## src/rtl/bus_transfer_sequencer.sv

```systemverilog
// Register-transfer issuer for the shared datapath bus.
// Queues {src,dst} requests and plays each out as a DRIVE cycle followed by a LATCH cycle.
module bus_transfer_sequencer #(
  parameter int DEPTH = 4,
  parameter int AW    = 2
) (
  input  logic          clock,
  input  logic          clear,
  input  logic          req_valid,
  output logic          req_ready,
  input  logic [4:0]    req_src,
  input  logic [4:0]    req_dst,
  output logic [31:0]   bus_out_en,
  output logic [31:0]   bus_in_en,
  output logic          xfer_done,
  output logic          xfer_err,
  output logic          busy,
  output logic [AW:0]   fifo_count
);

  typedef enum logic [1:0] {IDLE, DRIVE, LATCH} state_t;

  state_t        state_reg, state_next;
  logic [9:0]    mem [DEPTH];
  logic [AW-1:0] wr_ptr_reg, rd_ptr_reg;
  logic [AW:0]   count_reg;
  logic [4:0]    cur_src_reg, cur_src_next;
  logic [4:0]    cur_dst_reg, cur_dst_next;
  logic [9:0]    head;
  logic          push, pop;
  logic          dst_illegal;
  logic [31:0]   src_dec, dst_dec;
  logic [31:0]   out_en_reg, out_en_next;
  logic [31:0]   in_en_reg, in_en_next;
  logic          done_reg, done_next;
  logic          err_reg, err_next;

  assign req_ready  = (count_reg != (AW+1)'(DEPTH));
  assign push       = req_valid & req_ready;
  assign head       = mem[rd_ptr_reg];
  assign fifo_count = count_reg;
  assign busy       = (state_reg != IDLE) || (count_reg != '0);

  assign bus_out_en = out_en_reg;
  assign bus_in_en  = in_en_reg;
  assign xfer_done  = done_reg;
  assign xfer_err   = err_reg;

  // Storage is left unreset; the pointers and count alone define what is valid.
  always_ff @(posedge clock) begin
    if (push)
      mem[wr_ptr_reg] <= {req_src, req_dst};
  end

  always_ff @(posedge clock or negedge clear) begin
    if (!clear) begin
      wr_ptr_reg <= '0;
      rd_ptr_reg <= '0;
      count_reg  <= '0;
    end else begin
      if (push)
        wr_ptr_reg <= wr_ptr_reg + AW'(1);
      if (pop)
        rd_ptr_reg <= rd_ptr_reg + AW'(1);
      count_reg <= count_reg + (AW+1)'(push) - (AW+1)'(pop);
    end
  end

  // One-hot decoders driven from the upcoming transfer so the enables can be registered.
  generate
    for (genvar gi = 0; gi < 32; gi++) begin : g_dec
      assign src_dec[gi] = (cur_src_next == 5'(gi));
      assign dst_dec[gi] = (cur_dst_next == 5'(gi));
    end
  endgenerate

  // ZHI, ZLO, InPort and C can drive the bus but never load from it.
  assign dst_illegal = (cur_dst_next == 5'd18) || (cur_dst_next == 5'd19) ||
                       (cur_dst_next == 5'd22) || (cur_dst_next == 5'd23);

  always_comb begin
    state_next   = state_reg;
    cur_src_next = cur_src_reg;
    cur_dst_next = cur_dst_reg;
    pop          = 1'b0;
    case (state_reg)
      IDLE: begin
        if (count_reg != '0) begin
          pop          = 1'b1;
          cur_src_next = head[9:5];
          cur_dst_next = head[4:0];
          state_next   = DRIVE;
        end
      end
      DRIVE: state_next = LATCH;
      LATCH: begin
        if (count_reg != '0) begin
          pop          = 1'b1;
          cur_src_next = head[9:5];
          cur_dst_next = head[4:0];
          state_next   = DRIVE;
        end else begin
          state_next = IDLE;
        end
      end
      default: state_next = IDLE;
    endcase
  end

  always_comb begin
    out_en_next = '0;
    in_en_next  = '0;
    done_next   = 1'b0;
    err_next    = 1'b0;
    if (state_next == DRIVE) begin
      out_en_next = src_dec;
    end else if (state_next == LATCH) begin
      out_en_next = src_dec;
      in_en_next  = dst_illegal ? '0 : dst_dec;
      done_next   = 1'b1;
      err_next    = dst_illegal;
    end
  end

  always_ff @(posedge clock or negedge clear) begin
    if (!clear) begin
      state_reg   <= IDLE;
      cur_src_reg <= '0;
      cur_dst_reg <= '0;
      out_en_reg  <= '0;
      in_en_reg   <= '0;
      done_reg    <= 1'b0;
      err_reg     <= 1'b0;
    end else begin
      state_reg   <= state_next;
      cur_src_reg <= cur_src_next;
      cur_dst_reg <= cur_dst_next;
      out_en_reg  <= out_en_next;
      in_en_reg   <= in_en_next;
      done_reg    <= done_next;
      err_reg     <= err_next;
    end
  end

endmodule
```

## config.mk

```make
export PLATFORM = sky130hd
export DESIGN_NAME = bus_transfer_sequencer
export DESIGN_NICKNAME = d
export VERILOG_FILES = /design/src/rtl/bus_transfer_sequencer.sv
export SDC_FILE = /design/constraint.sdc
export NUM_CORES = 1
export LEC_CHECK = 0
export CAP_MARGIN = 0
export CORE_MARGIN = 3
export CORE_UTILIZATION = 56
export DETAILED_ROUTE_END_ITERATION = 7
export PLACE_DENSITY = 0.88
export SLEW_MARGIN = 20
export SYNTH_ARGS = -nofsm -noshare
export SYNTH_HDL_FRONTEND = slang
export SYNTH_SLANG_ARGS = --single-unit
```

## constraint.sdc

```tcl
create_clock -name clock -period 4.7 [get_ports clock]
set_clock_uncertainty 0.1 [all_clocks]
set_input_delay 1.41 -clock clock [delete_from_list [all_inputs] [get_ports clock]]
set_output_delay 1.41 -clock clock [all_outputs]
set_load 0.02 [all_outputs]
```

# [Yosys cells after proc, flatten, opt, wreduce, memory -nomap -nowiden]
# Memory sizes are Yosys's and may differ from the RTL's.
# Cells that the tools add are included.
[totals] reg_bits=85 ram_bits=40 elab_cells=113 memories=1
[classes] add_sub_neg=4 eq_ne=67 mux=20 bitwise_logic=1 reduce_logical=10
[memory_table] name="mem" depth=4 word_bits=10 rd=1 rd_clocked_by_memory_dff=0 write_ports=1 line="24" source="logic [9:0] mem [DEPTH];"
[ops] cell="$eq A5 B5 Y1 const B" count=32
[ops] cell="$mux W32" count=5
[ops] cell="$eq A5 B4 Y1 const B" count=16
[ops] cell="$eq A5 B3 Y1 const B" count=8
[ops] cell="$eq A5 B2 Y1 const B" count=4
[ops] cell="$mux W5" count=4
[ops] cell="$eq A5 B1 Y1 const B" count=2
[ops] cell="$logic_not A5 Y1" count=2
[ops] cell="$mux W1" count=9
[ops] cell="$pmux W2 S3" count=1
[ops] cell="$add A2 B1 Y2 const B" count=2
[ops] cell="$eq A2 B1 Y1 const B" count=2
[ops] cell="$eq A2 B2 Y1 const B" count=2
[ops] cell="$logic_or A1 B1 Y1" count=4
[ops] cell="$add A3 B1 Y3" count=1
[ops] cell="$ne A3 B3 Y1 const B" count=1
[ops] cell="$reduce_bool A3 Y1" count=1
[ops] cell="$sub A3 B1 Y3" count=1
[ops] cell="$logic_not A2 Y1" count=1
[ops] cell="$mux W2" count=1
[ops] cell="$reduce_bool A2 Y1" count=1
[ops] cell="$reduce_or A2 Y1" count=1
[ops] cell="$and A1 B1 Y1" count=1

# [Logic depth before layout (Yosys ltp)]
# Gate-level depths: netlist of the first run.
[depth] ltp_word=10 mapped_depth=12

# [Least setup slack after synthesis of the first run]
# No wires, ideal clock.
[synth_timing] path_kind="input to register" from="input port req_valid" to="register count_reg[2], in the netlist fifo_count[2]" setup_ps=133 arrival_time_ps=2736 required_time_ps=4467 setup_slack_ps=1731 cell_stages=9 path_buffers=0 path_cell_list="and2_1 -> inv_1 -> ha_1 -> inv_1 -> ha_1 -> inv_1 -> fa_1 -> xnor2_1 -> xnor2_1"
[synth_between] elab_chain_cells=3
[synth_lines] item="start, declared" line="9" source="input logic req_valid,"
[synth_lines] item="$and A1 B1 Y1" line="39" source="assign push = req_valid & req_ready;"
[synth_lines] item="$add A3 B1 Y3" line="65" source="count_reg <= count_reg + (AW+1)'(push) - (AW+1)'(pop);"
[synth_lines] item="$sub A3 B1 Y3" line="65"
[synth_lines] item="end signal, assigned" line="65"
[synth_lines] item="end, declared" line="26" source="logic [AW:0] count_reg;"
# Every way passes these cells.
# A chain may end at the register's enable or synchronous reset.

# [Worst setup path in the final report of the first run]
[layout_timing] from="register count_reg[1], in the netlist fifo_count[1]" to="output port busy"
[layout_between] elab_chain_cells=2
[layout_lines] item="$reduce_bool A3 Y1" line="42" source="assign busy = (state_reg != IDLE) || (count_reg != '0);"
[layout_lines] item="$logic_or A1 B1 Y1" line="42"
[layout_lines] item="end, declared" line="17" source="output logic busy,"
# Every way passes these cells.

==> impl_metrics.toml, run 1 <==
[synthesis]
synth_edf_count = 40
synthFlopType = "dfrtp_1"
yosys_warnings = 0
ys_seq_area_frac = 0.6951
muxShareOfSynthArea = 0.05898
syn_avg_cell_area_um2 = 13.98
synth_area_um2 = 4752
synthCells = 340
synth_compound_area_frac = 0.04976
yosysTopAreaCellShare = 0.4423
synth_cell_type_count = 44
netlist_top_cells_area = "dfrtp_1 (44%), edfxtp_1 (25%), nor2_1 (5.6%), mux4_2 (4.7%), nand2_1 (2.4%)"
synthArstFlopShare = 0.6774
synth-seq-cells = 124
synthSimpleGateAreaFrac = 0.1417
synth_fa_ha_area_frac = 0.02001
yosys.area.top_type = "dfrtp_1"
synth_top_family_by_area = "simple AND/OR/NAND/NOR gates"
synth-xor-area-share = 0.009215

[cells_and_area]
syn2layout_area_growth_pct = 31.81
antenna_cells = 0
final_nets = 455
mostFrequentLayoutCell = "dfrtp_1"
largest_reg_flops = 40
mostFrequentLayoutCells = "dfrtp_1 (84), clkdlybuf4s50_1 (82), nor2_1 (71)"
drive_gt1_frac = 0.1362
top_register = "mem"
stdcell_area_um2 = 6264

[sta]
fin_tns_setup_ns = 0
hold_viol = 0
finalWorstPathRequiredPeriod_ns = 3.975
drv_slew = 0
fin_ws_ns = 0.7254
rsz0062_at_grt = "false"
setup_viol = 0
fin_crit_sh = 0.8457
tightest_slew_ns = 0.8043
slew_headroom = 0.4621
max_freq_mhz = 251.6
worst_hold_slack_ns = 0.4138

[detailed_routing]
dr.pass1.iters = 5
vias = 3074
postRouteAntennaNets = 0
vias_per_cell = 5.589
wirelength_mm = 10.13
drt_iter0_drc = 195
wl_per_cell_um = 18.41
drt_drc_violations_left = 0

[worst_setup_path]
max_stage_delay_ns = 0.70
cp-start-kind = "flip-flop"
setup.worst_path.end_class = "output port"
r2r_slack_ns = 1.40
reg2regPathDepth = 10
required_ns = 3.19
crit_arrival_ns = 2.46
crit_type = "flip-flop to output port"
critPathMaxFanout = 15
slowest_stage = "nor3_4"
crit_chain = "nor3_4 > nand2_1 > clkdlybuf4s50_1"

[global_route]
grt_max_degree = 85
overflow = 0
grt_pass1_vias = 3244
antenna_found_initial = 0
grt.total_usage = 0.2268
grt_pass1_wl_mm = 16.68

[die]
die_x_um = 98.12
pin_count = 84
core-area_um2 = 7968
die_area_um2 = 9628
die_y_um = 98.12
start_util = 0.5964
rows = 32

[placed_design]
hpwl_mm = 6.049
place_area_um2 = 5655
portBuffers = 83
place.gp.congestion = 0.8807
post-place-ws_ns = 1.045

[clock_network]
cts_tree = "yes"
h-tree-depth = 4
cts.sinks = 124
cts.clk_slew.worst_paths_ns = 0.05
ctsResizeCount = 0
cts_max_path_buffers = 2
cts-hold-fix-buffers = 0
cts_setup_buffers = 0
cts_made_buffers = 17
cts-root-buf = "clkbuf_8"
insertion_delay_ns = 0.51

[power_and_ir_drop]
power_leakage_uw = 0.002609
powerDensity_nw_per_um2 = 697.1
peakVddDrop_v = 0.0003651

[flow_run]
drv_cap = 0

[hold_path]
worstHoldPathType = "flip-flop to flip-flop"
hold_depth = 2

[status]
status = "completed"
==> stage by stage <==
step                  util  cells  power, uW
floorplan                -    343       2572
global placement    0.7098    518       2950
detailed placement  0.7098    518       3011
CTS                 0.7856    550       4373
global route        0.7861    550       4588
finish              0.7861    550       4366
==> worst max-delay path, delay by kind of cell (launching register included) <==
kind                   cells  cell delay (ns)
flip-flops                 1             0.47
AND/OR/NAND/NOR            2             0.88
buffers and inverters      1             0.59
==> Yosys cell counts, drive strengths merged, types with 2 or more instances <==
cell / instances
dfrtp: 84
nor2: 71
edfxtp: 40
nand2: 31
inv: 14
mux4: 10
buf: 7
a22oi: 6
ha: 6
nor3: 6
nor4b: 6
a21oi: 5
a31oi: 5
and3: 5
o21ai: 5
xnor2: 5
a32oi: 4
mux2: 4
nand3: 4
nor2b: 4
clkbuf: 3
and2: 2
nor4: 2
==> path summary, 6_finish.rpt <==
check | endpoint | start
min in group asynchronous | bus_in_en[23] | clear
max in group asynchronous | bus_out_en[15] | clear
min reg2reg | cur_dst_reg[4] | cur_dst_reg[4]
max | busy | fifo_count[1]
max reg2reg | fifo_count[2] | fifo_count[1]
min | cur_dst_reg[4] | cur_dst_reg[4]
==> metal layers <==
metal | GRT usage | share of wire
met1 | 0.2793 | 0.39
met4 | 0.08200 | 0.020
met3 | 0.06786 | 0.060
met2 | 0.3822 | 0.53
met5 | 0 | 0
==> cells by family (layout without fill, tap and decap cells) <==
kind of cell | count (synthesis) | after routing
simple gates | 136 | 136
flops | 124 | 124
compound gates | 28 | 28
buf+inv | 24 | 129
mux | 15 | 15
fa+ha+maj | 7 | 7
xor+xnor | 5 | 5
other cells | 1 | 4
==> layout make-up <==
class	count	area (um^2)
timing repair buffer	83	832.0
multi-input combinational	195	1344
sequential	124	3303
inverter	14	52.55
clock buffer	20	445.4
tap	102	127.6
fill	436	1704
clock inverter	12	158.9
==> where the power goes <==
| part | switching, uW | internal (uW) |
|---|---|---|
| registers | 222 | 1350 |
| logic | 901 | 581 |
| clock network | 467 | 841 |
| total | 1590 | 2780 |
No activity file was read; power rests on OpenSTA's default activity.
==> run 2: changes to the inputs <==
--- a/config.mk
+++ b/config.mk
@@ -7,9 +7,9 @@
 export LEC_CHECK = 0
 export CAP_MARGIN = 0
 export CORE_MARGIN = 3
-export CORE_UTILIZATION = 56
+export CORE_UTILIZATION = 52
 export DETAILED_ROUTE_END_ITERATION = 7
-export PLACE_DENSITY = 0.88
+export PLACE_DENSITY = 0.83
 export SLEW_MARGIN = 20
 export SYNTH_ARGS = -nofsm -noshare
 export SYNTH_HDL_FRONTEND = slang
==> constraint.sdc (replaced) <==
create_clock -name clock -period 4.15 [get_ports clock]
set_clock_uncertainty 0.1 [all_clocks]
set_input_delay 1.245 -clock clock [delete_from_list [all_inputs] [get_ports clock]]
set_output_delay 1.245 -clock clock [all_outputs]
set_load 0.02 [all_outputs]
==> run 2 against run 1 <==
Clock-buffer cell count grew 3; cell count grew 1.3%; largest cell class unchanged; highest routed layer unchanged; global-route usage shrank 3.3 points; register-to-register slack lost 0.15 ns; largest power group unchanged; critical path type unchanged; die area grew 7.2%; utilization shrank 7.0 points.
==> impl_metrics.toml, run 2 (same netlist as run 1, synthesis figures left out) <==
[placed_design]
place.gp.congestion = 0.8692
place_area_um2 = 5670
hpwl_mm = 6.069
portBuffers = 83

[clock_network]
cts-root-buf = "clkbuf_8"
h-tree-depth = 4
cts_setup_buffers = 0
cts_tree = "yes"
cts-hold-fix-buffers = 0
cts_made_buffers = 17
cts.sinks = 124
cts.clk_slew.worst_paths_ns = 0.05
insertion_delay_ns = 0.53
ctsResizeCount = 0
cts_max_path_buffers = 2

[global_route]
grt.total_usage = 0.1938
antenna_found_initial = 0
grt_pass1_vias = 2970
grt_max_degree = 85
overflow = 0
grt_pass1_wl_mm = 14.90

[die]
pin_count = 84
rows = 34
die_area_um2 = 10320
die_y_um = 101.6
core-area_um2 = 8806
start_util = 0.5396
die_x_um = 101.6

[sta]
fin_tns_setup_ns = 0
fin_crit_sh = 0.8363
rsz0062_at_grt = "false"
setup_viol = 0
finalWorstPathRequiredPeriod_ns = 3.471
slew_headroom = 0.5136
drv_slew = 0
hold_viol = 0
max_freq_mhz = 288.1
tightest_slew_ns = 0.7297

[status]
status = "completed"

[flow_run]
drv_cap = 0

[cells_and_area]
syn2layout_area_growth_pct = 32.65
stdcell_area_um2 = 6304
mostFrequentLayoutCell = "dfrtp_1"
fill_cells = 554
mostFrequentLayoutCells = "dfrtp_1 (84), clkdlybuf4s50_1 (82), nor2_1 (71)"
top_register = "mem"
final_nets = 456
drive_gt1_frac = 0.1359
antenna_cells = 0
largest_reg_flops = 40

[worst_setup_path]
setup.worst_path.end_class = "output port"
crit_type = "flip-flop to output port"
worstReg2RegEnd = "fifo_count[2]"
r2r_slack_ns = 1.25
critPathMaxFanout = 17
reg2regPathDepth = 11
required_ns = 2.80
crit_arrival_ns = 2.13
cp-start-kind = "flip-flop"
r2r_start = "fifo_count[1]"

[detailed_routing]
wirelength_mm = 9.154
vias_per_cell = 5.364
wl_per_cell_um = 16.43
drt_drc_violations_left = 0
vias = 2988
drt_iter0_drc = 105
postRouteAntennaNets = 0
dr.pass1.iters = 4

[hold_path]
whs_endpoint = "cur_src_reg[4]"
hold_depth = 2
worstHoldPathType = "flip-flop to flip-flop"
hp-start = "cur_src_reg[4]"

[power_and_ir_drop]
powerDensity_nw_per_um2 = 781.5
peakVddDrop_v = 0.0004604
power_leakage_uw = 0.002626
run 2: changes by cell type in the layout (fill, tap and decap cells not counted):
cell | previous run | this run
inv_4 | 2 | 0
buf_4 | 0 | 1
clkbuf_1 | 1 | 2
clkbuf_16 | 16 | 18
clkinv_2 | 1 | 3
inv_6 | 3 | 0
run 2: area by class of cell:
cell class / instances / area (um^2) / share of cell area
clock buffers: 23 / 499.2 / 0.07920
inverters: 14 / 52.55 / 0.008337
well taps: 108 / 135.1 / 0.02144
multi-input cells: 195 / 1344 / 0.2132
clock inverters: 9 / 130.1 / 0.02064
flip-flops and latches: 124 / 3303 / 0.5240
repair buffers: 84 / 839.6 / 0.1332
run 2: critical path: stages, from the launching register on:
cell and delay, ns:
dfrtp_1 0.79, nor2_1 0.11, nand2_1 0.10, clkdlybuf4s50_1 0.60
run 2: through the flow:
step	setup slack (ns)	hold WS, ns	instances	power, uW	utilization
floorplan	1.346	0.3594	343	2913	-
global placement	0.7808	0.3798	525	3341	0.6439
detailed placement	0.7325	0.3983	525	3400	0.6439
CTS	0.6524	0.4156	557	4964	0.7154
global route	0.5793	0.4336	557	5186	0.7158
finish	0.6795	0.4127	557	4926	0.7158
run 2: worst max-delay path by stage:
| stage | startpoint | to | slack, ns | cells after the start |
|---|---|---|---|---|
| CTS | state_reg[0] | busy | 0.65 | 3 |
| floorplan | req_valid | fifo_count[2] | 1.35 | 9 |
| global placement | req_valid | fifo_count[2] | 0.78 | 10 |
| finish | state_reg[0] | busy | 0.68 | 3 |
| global route | state_reg[0] | busy | 0.58 | 3 |
| detailed placement | req_valid | fifo_count[2] | 0.73 | 10 |
run 2: layer usage:
layer,wire (um),vias up,track usage,share of wire
met5,0,-,0,0
met4,104,0,0.08896,0.011
met2,4630,98,0.3068,0.51
li1,-,1370,-,-
met3,542,12,0.05441,0.059
met1,3878,1508,0.2507,0.42
run 2: report_power, final:
group          internal [uW]  switching, uW  leakage [uW]  total, uW
clock network           1020            511      0.000308       1530
registers               1530            243       0.00149       1780
logic                    658            963      0.000828       1620
